### config.mk
export PLATFORM = sky130hd
export DESIGN_NAME = counter_mod_k_ctrl
export DESIGN_NICKNAME = d
export VERILOG_FILES = /design/src/rtl/counter_mod_k_ctrl.sv
export SDC_FILE = /design/constraint.sdc
export NUM_CORES = 1
export LEC_CHECK = 0
export BUFFER_PORTS_ARGS = -buffer_cell sky130_fd_sc_hd__buf_2
export CAP_MARGIN = 30
export CORE_UTILIZATION = 49
export CTS_CLUSTER_SIZE = 30
export DETAILED_ROUTE_END_ITERATION = 10
export MAX_ROUTING_LAYER = met4
export PLACE_DENSITY = 0.8
export SLEW_MARGIN = 15
export SYNTH_ARGS = -nofsm -noshare
export SYNTH_HDL_FRONTEND = slang
export SYNTH_SLANG_ARGS = --single-unit
### constraint.sdc
create_clock -name i_clk -period 2.05 [get_ports i_clk]
set_input_delay 0.3075 -clock i_clk [delete_from_list [all_inputs] [get_ports i_clk]]
set_output_delay 0.3075 -clock i_clk [all_outputs]
set_load 0.005 [all_outputs]
### src/rtl/counter_mod_k_ctrl.sv
// counter_mod_k_ctrl: accepts (k, periods) jobs and sequences one modulo-k counter
// through LOAD/RUN, pulsing a tick per period and a done pulse at the end.
module counter_mod_k_ctrl #(
    parameter int N = 2,
    parameter int P = 4
) (
    input  logic         i_clk,
    input  logic         i_reset,
    input  logic         i_valid,
    input  logic [N-1:0] i_k,
    input  logic [P-1:0] i_periods,
    output logic         o_ready,
    input  logic         i_abort,
    output logic         o_ctr_reset,
    output logic [N-1:0] o_ctr_k,
    input  logic [N-1:0] i_ctr_count,
    output logic         o_tick,
    output logic         o_done,
    output logic         o_aborted,
    output logic         o_busy
);
    typedef enum logic [1:0] {IDLE, LOAD, RUN, DONE} state_t;
    state_t state, state_n;
    logic [N-1:0] k_q, k_n;
    logic [P-1:0] rem_q, rem_n;
    logic ab_q, ab_n;
    always_ff @(posedge i_clk) begin
        if (i_reset) begin
            state <= IDLE;
            k_q   <= '0;
            rem_q <= '0;
            ab_q  <= 1'b0;
        end else begin
            state <= state_n;
            k_q   <= k_n;
            rem_q <= rem_n;
            ab_q  <= ab_n;
        end
    end
    always_comb begin
        state_n = state;
        k_n     = k_q;
        rem_n   = rem_q;
        ab_n    = ab_q;
        // k_q is never zero in RUN; the guard keeps k-1 from wrapping regardless
        o_tick  = (state == RUN) && (k_q != '0) && (i_ctr_count == k_q - N'(1));
        unique case (state)
            IDLE: if (i_valid) begin
                k_n     = i_k;
                rem_n   = i_periods;
                ab_n    = (i_k == '0) || (i_periods == '0);
                state_n = ab_n ? DONE : LOAD;
            end
            LOAD: begin
                ab_n    = i_abort;
                state_n = i_abort ? DONE : RUN;
            end
            RUN: if (i_abort) begin
                ab_n    = 1'b1;
                state_n = DONE;
            end else if (o_tick) begin
                rem_n   = rem_q - P'(1);
                state_n = (rem_q == P'(1)) ? DONE : RUN;
            end
            DONE: state_n = IDLE;
            default: state_n = IDLE;
        endcase
    end
    assign o_ready     = (state == IDLE);
    assign o_busy      = (state == LOAD) || (state == RUN);
    assign o_ctr_reset = (state != RUN);
    assign o_ctr_k     = k_q;
    assign o_done      = (state == DONE);
    assign o_aborted   = (state == DONE) && ab_q;
endmodule

==> flow_metrics.py, run 1 <==
metrics = {
    "global_routing": {
        "grt_max_degree": 11,
        "grt_pass1_wl_um": 2530,
        "track_usage": 0.256,
        "overflow": 0,
        "grt_pass1_vias": 595,
        "antenna_found_initial": 0,
    },
    "synthesis": {
        "yosys_register_bits": 9,
        "syn_area_per_cell_um2": 8.00,
        "netlist_top_cells_area": "dfxtp_1, ha_1, a21oi_1, inv_1, nor3_1",
        "synth_flop_cell": "dfxtp_1",
        "synth_cells": 84,
        "syn_nets": 103,
        "synth_top_area_frac": 0.268,
        "async_reset_ff_frac": 0,
        "synth.distinct_cells": 34,
        "yosysTopAreaCell": "dfxtp_1",
        "syn_area_um2": 672,
        "synth_warnings": 0,
        "synth-edff-count": 0,
        "synth_seq_area_share": 0.268,
    },
    "worst_setup_path": {
        "cp.required_ns": 2.21,
        "rr_worst_depth": 6,
        "r2r-end": "rem_q[3]",
        "cp_max_fo": 4,
        "setup.worst_path.start": "o_ctr_k[0]",
        "cp-end-kind": "flop",
        "timing.critical_path.to": "rem_q[3]",
        "r2r_start": "o_ctr_k[0]",
        "rrSetupSlack_ns": 0.11,
        "critPathArrivalTime_ns": 2.09,
        "start_kind": "flop",
        "criticalPathCategory": "reg2reg",
    },
    "clocking": {
        "cts_post_setup_buffers_inserted": 0,
        "postCtsHoldBufs": 0,
        "htree_levels": 1,
        "clock_latency_ns": 0.28,
        "clockBufferDepth": 2,
        "clkTransAtPathRegs_ns": 0.07,
        "root_buffer": "clkbuf_4",
        "cts_tree": "done",
        "cts-buffers-inserted": 3,
        "cts_resized": 0,
        "cts_sinks": 9,
    },
    "power": {
        "leakagePower_nw": 0.364,
        "total_power_mw": 1.20,
        "power_frac_clock": 0.125,
        "ir_drop_mv": 0.717,
        "power_frac_comb": 0.625,
        "p_sw_frac": 0.465,
        "internal-power_mw": 0.642,
        "pwr-share-seq": 0.250,
        "p_per_area_nw_per_um2": 1470,
        "p_sw_mw": 0.559,
    },
    "die": {
        "rows": 12,
        "dieArea_um2": 1520,
        "die_x_um": 39.0,
        "start_util": 0.566,
        "core_area_um2": 1190,
        "ios": 20,
        "die_y_um": 39.0,
    },
    "cells_and_area": {
        "syn2layout_area_growth_pct": 21.2,
        "diodes": 0,
        "nets": 126,
        "drive_gt1_frac": 0.274,
        "post-route-cell-area_um2": 815,
        "fillers": 110,
    },
    "timing": {
        "grt_setup_unrepaired": "no",
        "clock_skew_ns": 0.00549,
        "setup_slack_ns": 0.114,
        "min_period_ns": 1.94,
        "worst_pin_slew_ns": 0.491,
        "tns_ns": 0,
        "hold_viol": 0,
        "post-route-period-util": 0.944,
        "setup_violations": 0,
        "fmax_mhz": 516,
        "slew_headroom": 0.670,
        "slew_viol_final": 0,
    },
    "routing": {
        "ant_nets": 0,
        "dr.pass1.iters": 4,
        "avgViaCountPerCell": 5.84,
        "wl_um": 1660,
        "remaining_drc_errors": 0,
        "dr.first_iter.drc_count": 14,
        "routedWlPerCell_um": 13.8,
        "vias": 701,
    },
    "place": {
        "port_buffers": 19,
        "post-dp-hpwl_um": 1270,
        "placed_cell_area_um2": 785,
        "place_ws_ns": 0.115,
        "gp_congestion": 0.836,
    },
    "hold_path": {
        "worstHoldPathType": "in2reg",
    },
    "outcome": {
        "outcome": "finished clean",
    },
    "flow_run": {
        "maxCapViolCount": 0,
    },
}
-- state kept, by name, indices dropped and copies added, names as in the netlist --
signal	cells
state	2
rem_q	4
o_ctr_k	2
ab_q	1
-- cell usage after synthesis, types with 2 or more instances --
master and n:
dfxtp_1 9, a21oi_1 8, inv_1 8, ha_1 7
nand2_1 6, nor2_1 5, nor3_1 5, nand2b_1 3
nand3_1 3, o21ai_0 3, nor2b_1 2, o31ai_1 2
xnor2_1 2
-- power groups by stage --
stage	registers, mW	clock network, mW	logic (mW)
2_1_floorplan	0.290	0	0.553
6_report	0.300	0.150	0.750
3_5_place_dp	0.300	0	0.740
3_3_place_gp	0.300	0	0.713
4_1_cts	0.297	0.154	0.745
5_1_grt	0.307	0.161	0.830
-- metal layers --
metal / up-vias / track usage / routed length (um)
met5: - / - / 0
met4: 0 / 0.0862 / 23
met3: 4 / 0.0867 / 106
met2: 32 / 0.421 / 793
met1: 319 / 0.289 / 733
li1: 346 / - / -
-- cells by family after synthesis --
group	Yosys count	share of synthesized area
buffers and inverters	11	0.0614
AOI/OAI and AO/OA	26	0.287
adders and majority gates	7	0.130
DFF	9	0.268
and+or+nand+nor	29	0.227
xor gates and xnor gates	2	0.0261
-- cell type report --
type	count	area, um^2	area share
Multi-Input combinational cell	64	453	0.556
Inverter	9	33.8	0.0415
Sequential cell	9	180	0.221
Tap cell	14	17.5	0.0215
Clock buffer	3	22.5	0.0276
Timing Repair Buffer	20	103	0.126
Clock inverter	1	5.00	0.00614
-- worst max-delay path: stages, from the launching register on --
cell	delay, ns
dfxtp_1	0.38
inv_1	0.06
ha_1	0.30
xnor2_1	0.18
o41a_1	0.50
o311ai_1	0.29
o31ai_1	0.11
-- per-stage QoR --
stage / cells / util / hold WS (ns)
after global routing: 120 / 0.687 / 0.307
after global placement: 116 / 0.661 / 0.458
after detailed placement: 116 / 0.661 / 0.463
after CTS: 120 / 0.685 / 0.292
after floorplan: 84 / - / 0.441
final: 120 / 0.687 / 0.296
-- worst min-delay path by stage --
stage               startpoint          to  slack (ns)  depth (start not counted)
CTS                     i_k[1]  o_ctr_k[1]        0.29                          3
global route            i_k[1]  o_ctr_k[1]        0.31                          3
finish                  i_k[1]  o_ctr_k[1]        0.30                          3
detailed placement  o_ctr_k[1]  o_ctr_k[1]        0.46                          2
global placement          ab_q        ab_q        0.46                          2
floorplan                 ab_q        ab_q        0.44                          2
-- placed cells by master, fill, tap and decap left out --
master	netlist	routed
o311ai_1	1	1
o31ai_1	2	2
inv_1	8	8
and2_1	1	1
o211a_1	1	1
o21a_1	1	1
o221a_2	1	1
nor2b_1	2	2
clkbuf_4	0	3
clkinv_2	0	1
clkinv_1	1	1
dfxtp_1	9	9
nand2_1	6	6
a2111oi_2	1	1
nor3_1	5	5
or2_2	1	1
a22oi_1	1	1
nand2b_4	1	1
o2bb2ai_1	1	1
or4_1	1	1
ha_1	7	6
a21oi_1	8	8
ha_2	0	1
buf_4	0	1
xnor2_1	2	2
a21o_1	1	1
o211ai_1	1	1
o21ai_0	3	3
o41a_1	1	1
nand3_1	3	3
buf_2	0	19
nand2b_1	3	3
o2111a_1	1	1
a211oi_1	1	1
nor4_1	1	1
o41ai_1	1	1
nor2_1	5	5
Power figures use the tool's default switching activity.
==> inputs of run 2 (changes only) <==
Settings changed: BUFFER_PORTS_ARGS -buffer_cell sky130_fd_sc_hd__buf_2 to -buffer_cell sky130_fd_sc_hd__clkbuf_2.
==> run 2 against run 1 <==
Routed wire length decreased by 1.6%; via count decreased by 1.1%; global-route usage increased by 0.12 points; sequential share of layout area decreased by 0.17 points; flip-flop and latch count unchanged; non-clock buffer count unchanged; maximum frequency increased by 2.2%; combinational power increased by 3%; sequential power about the same; first-iteration DRC count increased by 36%; clock-buffer cell count increased by 1; clock skew about the same.
==> flow_metrics.py, run 2 (synthesis results as in run 1) <==
metrics = {
    "clocking": {
        "clock_latency_ns": 0.27,
        "postCtsHoldBufs": 0,
        "root_buffer": "clkbuf_4",
        "cts_sinks": 9,
        "cts_tree": "done",
        "htree_levels": 1,
        "clkTransAtPathRegs_ns": 0.07,
        "cts-buffers-inserted": 3,
        "clockBufferDepth": 2,
    },
    "timing": {
        "setup_violations": 0,
        "holdWs_ns": 0.282,
        "fmax_mhz": 528,
        "hold_viol": 0,
        "clock_skew_ns": 0.00583,
        "slew_viol_final": 0,
        "post-route-period-util": 0.925,
        "worst_pin_slew_ns": 0.521,
        "tns_ns": 0,
        "grt_setup_unrepaired": "no",
        "min_period_ns": 1.90,
        "slew_headroom": 0.650,
    },
    "routing": {
        "routedWlPerCell_um": 13.6,
        "vias": 693,
        "wl_um": 1630,
        "avgViaCountPerCell": 5.78,
        "dr.first_iter.drc_count": 19,
        "remaining_drc_errors": 0,
        "dr.pass1.iters": 4,
        "ant_nets": 0,
    },
    "global_routing": {
        "grt_max_degree": 11,
        "grt_pass1_vias": 580,
        "grt_pass1_wl_um": 2510,
        "track_usage": 0.257,
        "overflow": 0,
        "antenna_found_initial": 0,
    },
    "power": {
        "ir_drop_mv": 0.733,
        "p_sw_frac": 0.463,
        "pwr-share-seq": 0.248,
        "p_per_area_nw_per_um2": 1480,
        "leakagePower_nw": 0.364,
        "internal-power_mw": 0.654,
        "p_sw_mw": 0.564,
        "power_frac_clock": 0.120,
        "power_frac_comb": 0.632,
    },
    "worst_setup_path": {
        "cp_top_family": "flip-flops",
        "criticalPathCategory": "reg2out",
        "slowest_delay_ns": 0.38,
        "start_kind": "flop",
        "cp_max_fo": 4,
        "cp_cell_sequence": "inv_1 > ha_1 > xnor2_1 > nor4_1 > clkbuf_2",
        "slowest_stage": "dfxtp_1",
        "critPathArrivalTime_ns": 1.59,
        "cp-end-kind": "output pin",
        "cp_num_buf_inv": 2,
        "cp.required_ns": 1.74,
    },
    "cells_and_area": {
        "final_cell_mix": "clkbuf_2, dfxtp_1, inv_1, a21oi_1",
        "post-route-cell-area_um2": 821,
        "largest_reg_flops": 4,
        "layout_commonest_cell": "clkbuf_2",
        "nets": 126,
        "diodes": 0,
        "drive_gt1_frac": 0.274,
        "syn2layout_area_growth_pct": 22.2,
        "regMostFlops": "rem_q",
    },
    "place": {
        "gp_congestion": 0.838,
        "port_buffers": 19,
        "placed_cell_area_um2": 785,
        "post-dp-hpwl_um": 1250,
    },
    "die": {
        "die_x_um": 39.0,
        "start_util": 0.566,
        "dieArea_um2": 1520,
        "core_area_um2": 1190,
        "die_y_um": 39.0,
        "rows": 12,
        "ios": 20,
    },
    "flow_run": {
        "maxCapViolCount": 0,
    },
    "hold_path": {
        "worstHoldPathType": "in2reg",
    },
    "outcome": {
        "outcome": "finished clean",
    },
}
-- run 2: changes by cell type in the layout (fill, tap and decap cells not counted) --
| cell | delta |
|---|---|
| buf_2 | -19 |
| o41ai_1 | -1 |
| clkbuf_1 | +1 |
| clkinv_2 | -1 |
| clkbuf_2 | +19 |
| o41ai_2 | +1 |
-- run 2: tightest hold or removal path: stages --
cell and delay, ns:
clkbuf_2 0.09, nand3_1 0.06, a21oi_1 0.05
-- run 2: path summary, 6_finish.rpt --
kind           endpoint  depth (start not counted)        from  slack, ns
max              o_tick                          5  o_ctr_k[0]       0.15
min          o_ctr_k[1]                          3      i_k[1]       0.28
max reg2reg    rem_q[3]                          6  o_ctr_k[0]       0.18
min reg2reg        ab_q                          2        ab_q       0.47
-- run 2: routing by layer --
layer  share of wire  up-vias  global-route usage  wire [um]
met1            0.48      311               0.316        785
met5               0        -                   -          0
li1                -      350                   -          -
met4           0.016        0               0.103         26
met2            0.46       26               0.396        747
met3           0.044        6              0.0694         71
-- run 2: cell type report --
type / instances / area, um^2
timing repair buffer: 20 / 103
inverter: 9 / 33.8
fill: 110 / 365
sequential: 9 / 180
tap: 14 / 17.5
clock buffer: 4 / 26.3
multi-input combinational: 64 / 460
-- run 2: through the flow --
| stage | power, mW | utilization | std cells | setup WS, ns |
|---|---|---|---|---|
| 5_1_grt | 1.33 | 0.692 | 120 | 0.0507 |
| 6_report | 1.22 | 0.692 | 120 | 0.155 |
| 2_1_floorplan | 0.843 | - | 84 | 0.222 |
| 3_5_place_dp | 1.04 | 0.661 | 116 | 0.0976 |
| 4_1_cts | 1.19 | 0.684 | 120 | 0.0791 |
| 3_3_place_gp | 1.01 | 0.661 | 116 | 0.130 |
-- run 2: power by group through the flow --
stage	Sequential (mW)	Clock [mW]	Combinational, mW
2_1_floorplan	0.290	0	0.553
3_3_place_gp	0.301	0	0.714
3_5_place_dp	0.302	0	0.740
4_1_cts	0.300	0.148	0.745
5_1_grt	0.312	0.158	0.859
6_report	0.302	0.146	0.769
-- run 2: what timing repair did --
item                       4_1_cts  5_1_grt
setup buffers                    0        0
resized for setup                0        2
setup endpoints to repair        0        3
